**config.mk**
```make
export PLATFORM = sky130hd
export DESIGN_NAME = decode_fwd_regfile_p
export DESIGN_NICKNAME = d
export VERILOG_FILES = /design/src/rtl/decode_fwd_regfile_p.sv
export SDC_FILE = /design/constraint.sdc
export NUM_CORES = 2
export LEC_CHECK = 0
export BUFFER_PORTS_ARGS = -buffer_cell sky130_fd_sc_hd__buf_4
export CAP_MARGIN = 20
export CORE_MARGIN = 2
export CORE_UTILIZATION = 25
export DETAILED_ROUTE_END_ITERATION = 8
export PLACE_DENSITY = 0.46
export SYNTH_ARGS = -nofsm -noshare
export SYNTH_HDL_FRONTEND = slang
export SYNTH_SLANG_ARGS = --single-unit
```
**constraint.sdc**
```tcl
create_clock -name clk -period 17.4 [get_ports clk]
set_clock_uncertainty 0.1 [all_clocks]
set_input_delay 3.48 -clock clk [delete_from_list [all_inputs] [get_ports clk]]
set_output_delay 3.48 -clock clk [all_outputs]
set_load 0.05 [all_outputs]
```
**src/rtl/decode_fwd_regfile_p.sv**
```systemverilog
// Y86-64 PIPE decode stage: two-write-port register file, operand forwarding,
// load/use detection and the D->E pipeline register with bubble insertion.
module decode_fwd_regfile_p #(
    parameter int XLEN    = 64,
    parameter int NREGS   = 16,
    parameter int RW      = 4,
    parameter int SP_ID   = 4,
    parameter logic [XLEN-1:0] SP_INIT = '0
) (
    input  logic            clk,
    input  logic            rst_n,
    input  logic [3:0]      D_stat,
    input  logic [3:0]      D_icode,
    input  logic [3:0]      D_ifun,
    input  logic [RW-1:0]   D_rA,
    input  logic [RW-1:0]   D_rB,
    input  logic [XLEN-1:0] D_valC,
    input  logic [XLEN-1:0] D_valP,
    input  logic [RW-1:0]   e_dstE,
    input  logic [XLEN-1:0] e_valE,
    input  logic [RW-1:0]   M_dstE,
    input  logic [RW-1:0]   M_dstM,
    input  logic [XLEN-1:0] M_valE,
    input  logic [XLEN-1:0] m_valM,
    input  logic [RW-1:0]   W_dstE,
    input  logic [RW-1:0]   W_dstM,
    input  logic [XLEN-1:0] W_valE,
    input  logic [XLEN-1:0] W_valM,
    input  logic            E_bubble,
    output logic            load_use,
    output logic [3:0]      E_stat,
    output logic [3:0]      E_icode,
    output logic [3:0]      E_ifun,
    output logic [XLEN-1:0] E_valC,
    output logic [XLEN-1:0] E_valA,
    output logic [XLEN-1:0] E_valB,
    output logic [RW-1:0]   E_dstE,
    output logic [RW-1:0]   E_dstM,
    output logic [RW-1:0]   E_srcA,
    output logic [RW-1:0]   E_srcB,
    input  logic [RW-1:0]   dbg_sel,
    output logic [XLEN-1:0] dbg_val
);
    localparam logic [RW-1:0] RNONE = RW'(NREGS - 1);
    localparam logic [RW-1:0] SP    = RW'(SP_ID);

    typedef struct packed {
        logic [3:0]      stat;
        logic [3:0]      icode;
        logic [3:0]      ifun;
        logic [XLEN-1:0] valC;
        logic [XLEN-1:0] valA;
        logic [XLEN-1:0] valB;
        logic [RW-1:0]   dstE;
        logic [RW-1:0]   dstM;
        logic [RW-1:0]   srcA;
        logic [RW-1:0]   srcB;
    } ereg_t;

    logic [XLEN-1:0] regs_q [NREGS];
    logic [RW-1:0]   srcA, srcB, dstE, dstM;
    logic [XLEN-1:0] valA, valB;
    ereg_t           bub, e_d, e_q;

    // The RNONE entry is never written, so it stays at its reset value of 0.
    always_ff @(posedge clk) begin
        if (!rst_n) begin
            for (int i = 0; i < NREGS; i++)
                regs_q[i] <= (i == SP_ID) ? SP_INIT : '0;
        end else begin
            if (W_dstE != RNONE) regs_q[W_dstE] <= W_valE;
            if (W_dstM != RNONE) regs_q[W_dstM] <= W_valM;
        end
    end

    assign dbg_val = (dbg_sel == RNONE) ? '0 : regs_q[dbg_sel];

    always_comb begin
        srcA = RNONE;
        srcB = RNONE;
        dstE = RNONE;
        dstM = RNONE;
        case (D_icode)
            4'h2: begin srcA = D_rA; dstE = D_rB; end
            4'h3: dstE = D_rB;
            4'h4: begin srcA = D_rA; srcB = D_rB; end
            4'h5: begin srcB = D_rB; dstM = D_rA; end
            4'h6: begin srcA = D_rA; srcB = D_rB; dstE = D_rB; end
            4'h8: begin srcB = SP; dstE = SP; end
            4'h9: begin srcA = SP; srcB = SP; dstE = SP; end
            4'hA: begin srcA = D_rA; srcB = SP; dstE = SP; end
            // popq reads %rsp for the address; rA is only its load destination
            4'hB: begin srcA = SP; srcB = SP; dstE = SP; dstM = D_rA; end
            default: ;
        endcase
    end

    // Youngest producer wins: execute, then memory (load data before ALU), then writeback.
    always_comb begin
        if (D_icode == 4'h7 || D_icode == 4'h8) valA = D_valP;
        else if (srcA == RNONE)                 valA = '0;
        else if (srcA == e_dstE)                valA = e_valE;
        else if (srcA == M_dstM)                valA = m_valM;
        else if (srcA == M_dstE)                valA = M_valE;
        else if (srcA == W_dstM)                valA = W_valM;
        else if (srcA == W_dstE)                valA = W_valE;
        else                                    valA = regs_q[srcA];
    end

    always_comb begin
        if (srcB == RNONE)       valB = '0;
        else if (srcB == e_dstE) valB = e_valE;
        else if (srcB == M_dstM) valB = m_valM;
        else if (srcB == M_dstE) valB = M_valE;
        else if (srcB == W_dstM) valB = W_valM;
        else if (srcB == W_dstE) valB = W_valE;
        else                     valB = regs_q[srcB];
    end

    assign load_use = (e_q.icode == 4'h5 || e_q.icode == 4'hB) && (e_q.dstM != RNONE) &&
                      (e_q.dstM == srcA || e_q.dstM == srcB);

    always_comb begin
        bub       = '0;
        bub.stat  = 4'h1;
        bub.icode = 4'h1;
        bub.dstE  = RNONE;
        bub.dstM  = RNONE;
        bub.srcA  = RNONE;
        bub.srcB  = RNONE;
        e_d = '{stat: D_stat, icode: D_icode, ifun: D_ifun, valC: D_valC, valA: valA,
                valB: valB, dstE: dstE, dstM: dstM, srcA: srcA, srcB: srcB};
        if (load_use || E_bubble) e_d = bub;
    end

    always_ff @(posedge clk) begin
        if (!rst_n) e_q <= bub;
        else        e_q <= e_d;
    end

    assign E_stat  = e_q.stat;
    assign E_icode = e_q.icode;
    assign E_ifun  = e_q.ifun;
    assign E_valC  = e_q.valC;
    assign E_valA  = e_q.valA;
    assign E_valB  = e_q.valB;
    assign E_dstE  = e_q.dstE;
    assign E_dstM  = e_q.dstM;
    assign E_srcA  = e_q.srcA;
    assign E_srcB  = e_q.srcB;
endmodule
```
* Yosys cells after proc, flatten, opt, wreduce, memory -nomap -nowiden
Memory sizes are Yosys's and may differ from the RTL's.
Cells that the tools add are included.
** Operators by class
- Reduce and logical (&&, ||, !) cells :: 17
- Bitwise operators :: 2
- Multiplexer cells :: 29
- Equal/unequal tests :: 30
** Operators by type and width (count)
- 64-bit two-way mux :: 15
- 64-bit OR reduction :: 2
- 4-bit equality test :: 12
- 4-bit equality test (second input constant) :: 8
- 4-bit case mux with 2 select lines :: 3
- 4-bit by 3-bit equality test with 1-bit output (second input constant) :: 5
- 4-bit inequality test (second input constant) :: 3
- 3-bit OR reduction :: 4
- 1-bit two-way mux :: 9
- 4-bit by 2-bit equality test with 1-bit output (second input constant) :: 2
- 4-bit two-way mux :: 2
- 4-bit OR reduction :: 2
- 2-bit OR reduction :: 3
- 1-bit logical OR :: 4
- 1-bit logical AND :: 2
- 1-bit inverter :: 2
** Storage, ports and cells
- Bits in writable memories :: 1024
- Memories kept :: 1
- Output and inout port bits :: 285
- Logic and storage cells :: 89
- Input bits :: 495
- Register bits after elaboration :: 220
** Memories
- regs_q :: words 16, width 64, read ports 3, clocked after Yosys merged registers in 0, write ports 16, line 60 : logic [XLEN-1:0] regs_q [NREGS];

* Logic depth before layout (Yosys ltp)
- Word-level depth :: 11
- Mapped depth :: 14
- Gate-level depth less buffers :: 8

* Worst setup path after synthesis
OpenSTA, ideal clock, no wires.
- Path kind :: input to register
- Start point :: input rst_n
- End point :: memory regs_q[3][0] (enable)
- Setup slack :: 7970 ps
- Path buffers :: 0
- Required time :: 16786 ps
- Stages :: 3
- Data arrival time :: 8816 ps
- Setup time :: 514 ps
- Cell sequence :: clkinv_1 or3_1 o221ai_1
** RTL lines
- from (decl) :: line 11 : input logic rst_n,
- to (decl) :: line 60

* Worst setup path in the final report
- Start point :: input dbg_sel[0]
- End point :: output dbg_val[25]
** Between the ends
- Word-level cells in the longest chain between the ends :: 2
- Elaborated cells between the ends (all ways) :: 3
- Classes of those cells :: eq/ne (1); mux (1); memory (1)
** RTL lines
- from (decl) :: line 41 : input logic [RW-1:0] dbg_sel,
- memory read 16 x 64 bit or 4-bit equality test (tied branches)
- 64-bit two-way mux * :: line 76 : assign dbg_val = (dbg_sel == RNONE) ? '0 : regs_q[dbg_sel];
- to (decl) :: line 42 : output logic [XLEN-1:0] dbg_val
Every way passes the cells marked *; elsewhere a longest branch is shown, timed or not.

==> out/results.md <==
| Metric | Reported | Unit |
| --- | --- | --- |
| Hold Startpoint | E_icode[0]$_SDFF_PP1_ | - |
| Fill cell count | 31,700 | - |
| TritonCTS clock tree | yes | - |
| Final critical delay including setup and external delays | 11.03 | ns |
| Number of max-cap violations | 0 | - |
| Mean routed wirelength per cell | 42.3 | µm |
| Latest clock arrival within the worst-skew pair | 0.89 | ns |
| Final setup fails | 0 | - |
| Hold crit path type | reg2reg | - |
| Met3 WL post-DR | 65,200 | µm |
| Arrival time of data at the critical path endpoint | 7.45 | ns |
| R2r endpoint | E_valB[58]$_SDFF_PP0_ | - |
| Critical path startpoint category | input pin | - |
| Share of flip-flops with an asynchronous set or reset | 0 | % |
| Minimum setup slack among reg-to-reg paths | 12.98 | ns |
| CTS clk-pin slew, worst paths | 0.05 | ns |
| Synthesized area per cell | 10.7 | µm² |
| Maximum level of the CTS H-tree | 4 | - |
| Initial antenna violation count | 80 | - |
| Fraction of power consumed by the clock network | 37.0 | % |
| Cell variety after synth | 101 | - |
| Power Density | 98.3 | nW/µm² |
| Vias per cell | 6.76 | - |
| Sw Pwr | 3.08 | mW |
| Mapped Area | 77,900 | µm² |
| Dominant cells by area after synthesis | sky130_fd_sc_hd__edfxtp_1, sky130_fd_sc_hd__a22o_1, sky130_fd_sc_hd__mux4_2 | - |
| Number of detailed-routing iterations run before antenna repair | 9 | - |
| Maximum clock path buffer count | 4 | - |
| HPWL after detailed placement | 292,000 | µm |
| Share of the core filled with cells in the final layout | 29.9 | % |
| Final antenna-violating net count | 0 | - |
| Hold path endpoint | E_icode[3]$_SDFF_PP0_ | - |
| Sinks on Clock Net | 1,244 | - |
| Iter 0 DRT Violations | 14,200 | - |
| Detail Route met2 WL | 212,000 | µm |
| Synthesis-to-layout area growth | 18.7 | % |
| Post-synthesis instance total | 7,248 | - |
| Footprint of the multi-input gates | 39,100 | µm² |
| Vias in the first global route | 74,700 | - |
| Ratio of final minimum period to clock period | 63.4 | % |
| Number of instances resized during post-cts repair | 0 | - |
| First-pass GRT wire length | 658,000 | µm |
| Weighted congestion at the end of routability-driven global placement | 0.918 | - |
| Number of enable flip-flop cells after synthesis | 1,024 | - |
| Hold path depth | 4 | - |
| Count of buffers added by post-CTS timing repair for setup | 0 | - |
| Yosys reg bits | 1,244 | - |
| Pin count of the biggest net entering global routing | 130 | - |
| Number of cell rows | 204 | - |
| Peak supply drop | 0.0590 | mV |
| Power Total | 9.09 | mW |
| Worst Path Required | 13.82 | ns |
| Buffer type at the clock tree root | sky130_fd_sc_hd__clkbuf_16 | - |
| Kind of end point of the critical path | output pin | - |
| Smallest hold slack | 0.817 | ns |
| Part of the power in combinational logic | 22.7 | % |
| Transition time of the tightest slew-check pin | 1.31 | ns |
| CTS Hold Buffers Added | 0 | - |
| Total congestion overflow | 0 | - |
| Reg-to-Reg Start | E_dstM[1]$_SDFF_PP1_ | - |
| Top library cells by usage in the layout, fill and taps aside | sky130_fd_sc_hd__edfxtp_1, sky130_fd_sc_hd__nand2_1, sky130_fd_sc_hd__buf_4 | - |
| Core area | 309,000 | µm² |
| Portion of the post-synthesis area used by sequential elements | 45.1 | % |
| RSZ-0062 raised after global routing | no | - |
| Initial core utilization | 25.2 | % |
| Total DRC errors in the routed layout | 0 | - |
| Accumulated negative setup slack | 0 | ns |
| Ratio of cells with drive above 1 in the final layout | 23.0 | % |
| R2R depth | 9 | - |
| Max FO, Critical Path | 66 | - |
| Status | finished clean | - |
| Count of nets after finishing | 7,946 | - |
| Port-buffer cells | 779 | - |
| Horizontal die dimension | 562 | µm |
| Internal power contribution | 6.01 | mW |
| Via Count | 79,100 | - |
| Worst slew slack as a fraction of its limit | 12.0 | % |
| Sw frac | 33.9 | % |
| GRT Util Overall | 29.9 | % |
| Syn. warnings | 0 | - |
| Top cell type's share of synthesized area | 39.5 | % |
| Final hold viol count | 0 | - |
| Part of the power in registers | 40.3 | % |
| Static leakage | 31.8 | nW |
| Total area of sequential cells | 35,200 | µm² |
| Max-slew violations | 0 | - |
| I/O pins | 780 | - |
| Final Routed Wirelength | 496,000 | µm |
| WS Path Type | in2out | - |
| Library cell occupying the most area in the post-synthesis netlist | sky130_fd_sc_hd__edfxtp_1 | - |
| Leading register cell type out of synthesis | sky130_fd_sc_hd__edfxtp_1 | - |
| M1 WL | 179,000 | µm |
| Highest metal layer with signal wires | met5 | - |
| Most common cell after layout, fill and taps aside | sky130_fd_sc_hd__edfxtp_1 | - |
| Die Y-Extent | 562 | µm |
| Cts bufs inserted | 159 | - |
| Max Fclk | 90.7 | MHz |
| Area enclosed by the die boundary | 316,000 | µm² |
==> per-stage QoR <==
stage / cells / setup slack (ns) / cell area [µm²]
3_5_place_dp: 11400 / 6.34 / 87300
2_1_floorplan: 7311 / 7.97 / 78100
4_1_cts: 11700 / 6.34 / 92300
5_1_grt: 11700 / 6.10 / 92400
3_3_place_gp: 11400 / 6.38 / 87300
6_report: 11700 / 6.37 / 92400
==> layer usage <==
layer | up-vias | global-route usage [%]
met5 | - | 0.226
met4 | 103 | 19.9
met3 | 1973 | 10.1
met2 | 7621 | 44.6
met1 | 39600 | 36.5
li1 | 29700 | -
==> how the worst max path moves through the flow <==
stage / start / end / slack, ns / depth (start not counted)
4_1_cts: dbg_sel[0] / dbg_val[25] / 6.34 / 7
3_5_place_dp: dbg_sel[0] / dbg_val[26] / 6.34 / 7
5_1_grt: dbg_sel[0] / dbg_val[26] / 6.10 / 7
6_report: dbg_sel[0] / dbg_val[25] / 6.37 / 7
2_1_floorplan: rst_n / regs_q[3][0]$_DFFE_PP_ / 7.97 / 3
3_3_place_gp: dbg_sel[0] / dbg_val[47] / 6.38 / 7
==> final cells by class <==
| type | count | area share (%) |
|---|---|---|
| flip-flops and latches | 1244 | 38.0 |
| clock buffers | 190 | 4.56 |
| inverters | 19 | 0.0799 |
| diodes | 26 | 0.0704 |
| clock inverters | 79 | 0.819 |
| well taps | 4120 | 5.58 |
| multi-input cells | 5001 | 42.3 |
| repair buffers | 1026 | 8.54 |
==> sequential cells by signal, indices dropped and copies added, names as in the netlist <==
| signal | flops |
|---|---|
| E_dstM | 4 |
| E_srcB | 4 |
| E_ifun | 4 |
| regs_q | 1024 |
| E_valC | 64 |
| E_valA | 64 |
| E_valB | 64 |
| E_srcA | 4 |
| E_icode | 4 |
| E_stat | 4 |
| E_dstE | 4 |
==> logic make-up after synthesis <==
kind of cell / Yosys count / synth area share (%)
muxes: 416 / 10.5
other: 1 / 0.00482
and+or+nand+nor: 1845 / 10.8
buffers and inverters: 1066 / 5.76
AOI/OAI and AO/OA: 2666 / 27.7
DFF: 1244 / 45.1
xor gates and xnor gates: 10 / 0.112
==> Yosys cell counts (6+ instances only) <==
library cell                   n
sky130_fd_sc_hd__mux2i_1      95
sky130_fd_sc_hd__o31ai_1       7
sky130_fd_sc_hd__a2111oi_0    22
sky130_fd_sc_hd__edfxtp_1   1024
sky130_fd_sc_hd__o2111a_1     62
sky130_fd_sc_hd__nand3b_1      6
sky130_fd_sc_hd__a32o_1       97
sky130_fd_sc_hd__a22oi_1       9
sky130_fd_sc_hd__nand2_1    1020
sky130_fd_sc_hd__o221ai_1    182
sky130_fd_sc_hd__o2111ai_1     6
sky130_fd_sc_hd__a221o_1      11
sky130_fd_sc_hd__mux4_2      320
sky130_fd_sc_hd__a211oi_1     41
sky130_fd_sc_hd__or3_1        46
sky130_fd_sc_hd__clkbuf_1    670
sky130_fd_sc_hd__a31oi_1     134
sky130_fd_sc_hd__o211ai_1     50
sky130_fd_sc_hd__o21ai_1      11
sky130_fd_sc_hd__or2_2         6
sky130_fd_sc_hd__a32oi_1      64
sky130_fd_sc_hd__nand3_1     186
sky130_fd_sc_hd__o22ai_1     231
sky130_fd_sc_hd__o21ai_0     281
sky130_fd_sc_hd__nor4_1       52
sky130_fd_sc_hd__dfxtp_1     220
sky130_fd_sc_hd__nor3_1      102
sky130_fd_sc_hd__a221oi_1    206
sky130_fd_sc_hd__buf_4        14
sky130_fd_sc_hd__a22o_1      966
sky130_fd_sc_hd__nand2b_1     13
sky130_fd_sc_hd__buf_1       171
sky130_fd_sc_hd__nand4_1      79
sky130_fd_sc_hd__buf_2       169
sky130_fd_sc_hd__xnor2_1       9
sky130_fd_sc_hd__o221ai_2     54
sky130_fd_sc_hd__a21oi_1     107
sky130_fd_sc_hd__nor2_1      146
sky130_fd_sc_hd__inv_1        18
sky130_fd_sc_hd__buf_6        17
sky130_fd_sc_hd__a311oi_1     62
sky130_fd_sc_hd__a211o_1       6
sky130_fd_sc_hd__nor2b_1      72
sky130_fd_sc_hd__and2_1       79
==> power groups by stage <==
stage,Combinational (mW),Clock [mW],Sequential (mW)
6_report,2.06,3.36,3.66
5_1_grt,2.09,3.48,3.67
4_1_cts,2.00,3.37,3.65
3_5_place_dp,1.99,0,3.71
3_3_place_gp,1.98,0,3.71
2_1_floorplan,1.03,0,3.74
==> worst max-delay path, cell delays in order <==
cell and delay [ns]:
sky130_fd_sc_hd__buf_8 0.61, sky130_fd_sc_hd__buf_4 0.72, sky130_fd_sc_hd__buf_4 0.81, sky130_fd_sc_hd__mux4_2 0.61, sky130_fd_sc_hd__mux4_2 0.63, sky130_fd_sc_hd__nor2b_1 0.19, sky130_fd_sc_hd__buf_4 0.23
No activity file was read; power rests on OpenSTA's default activity.
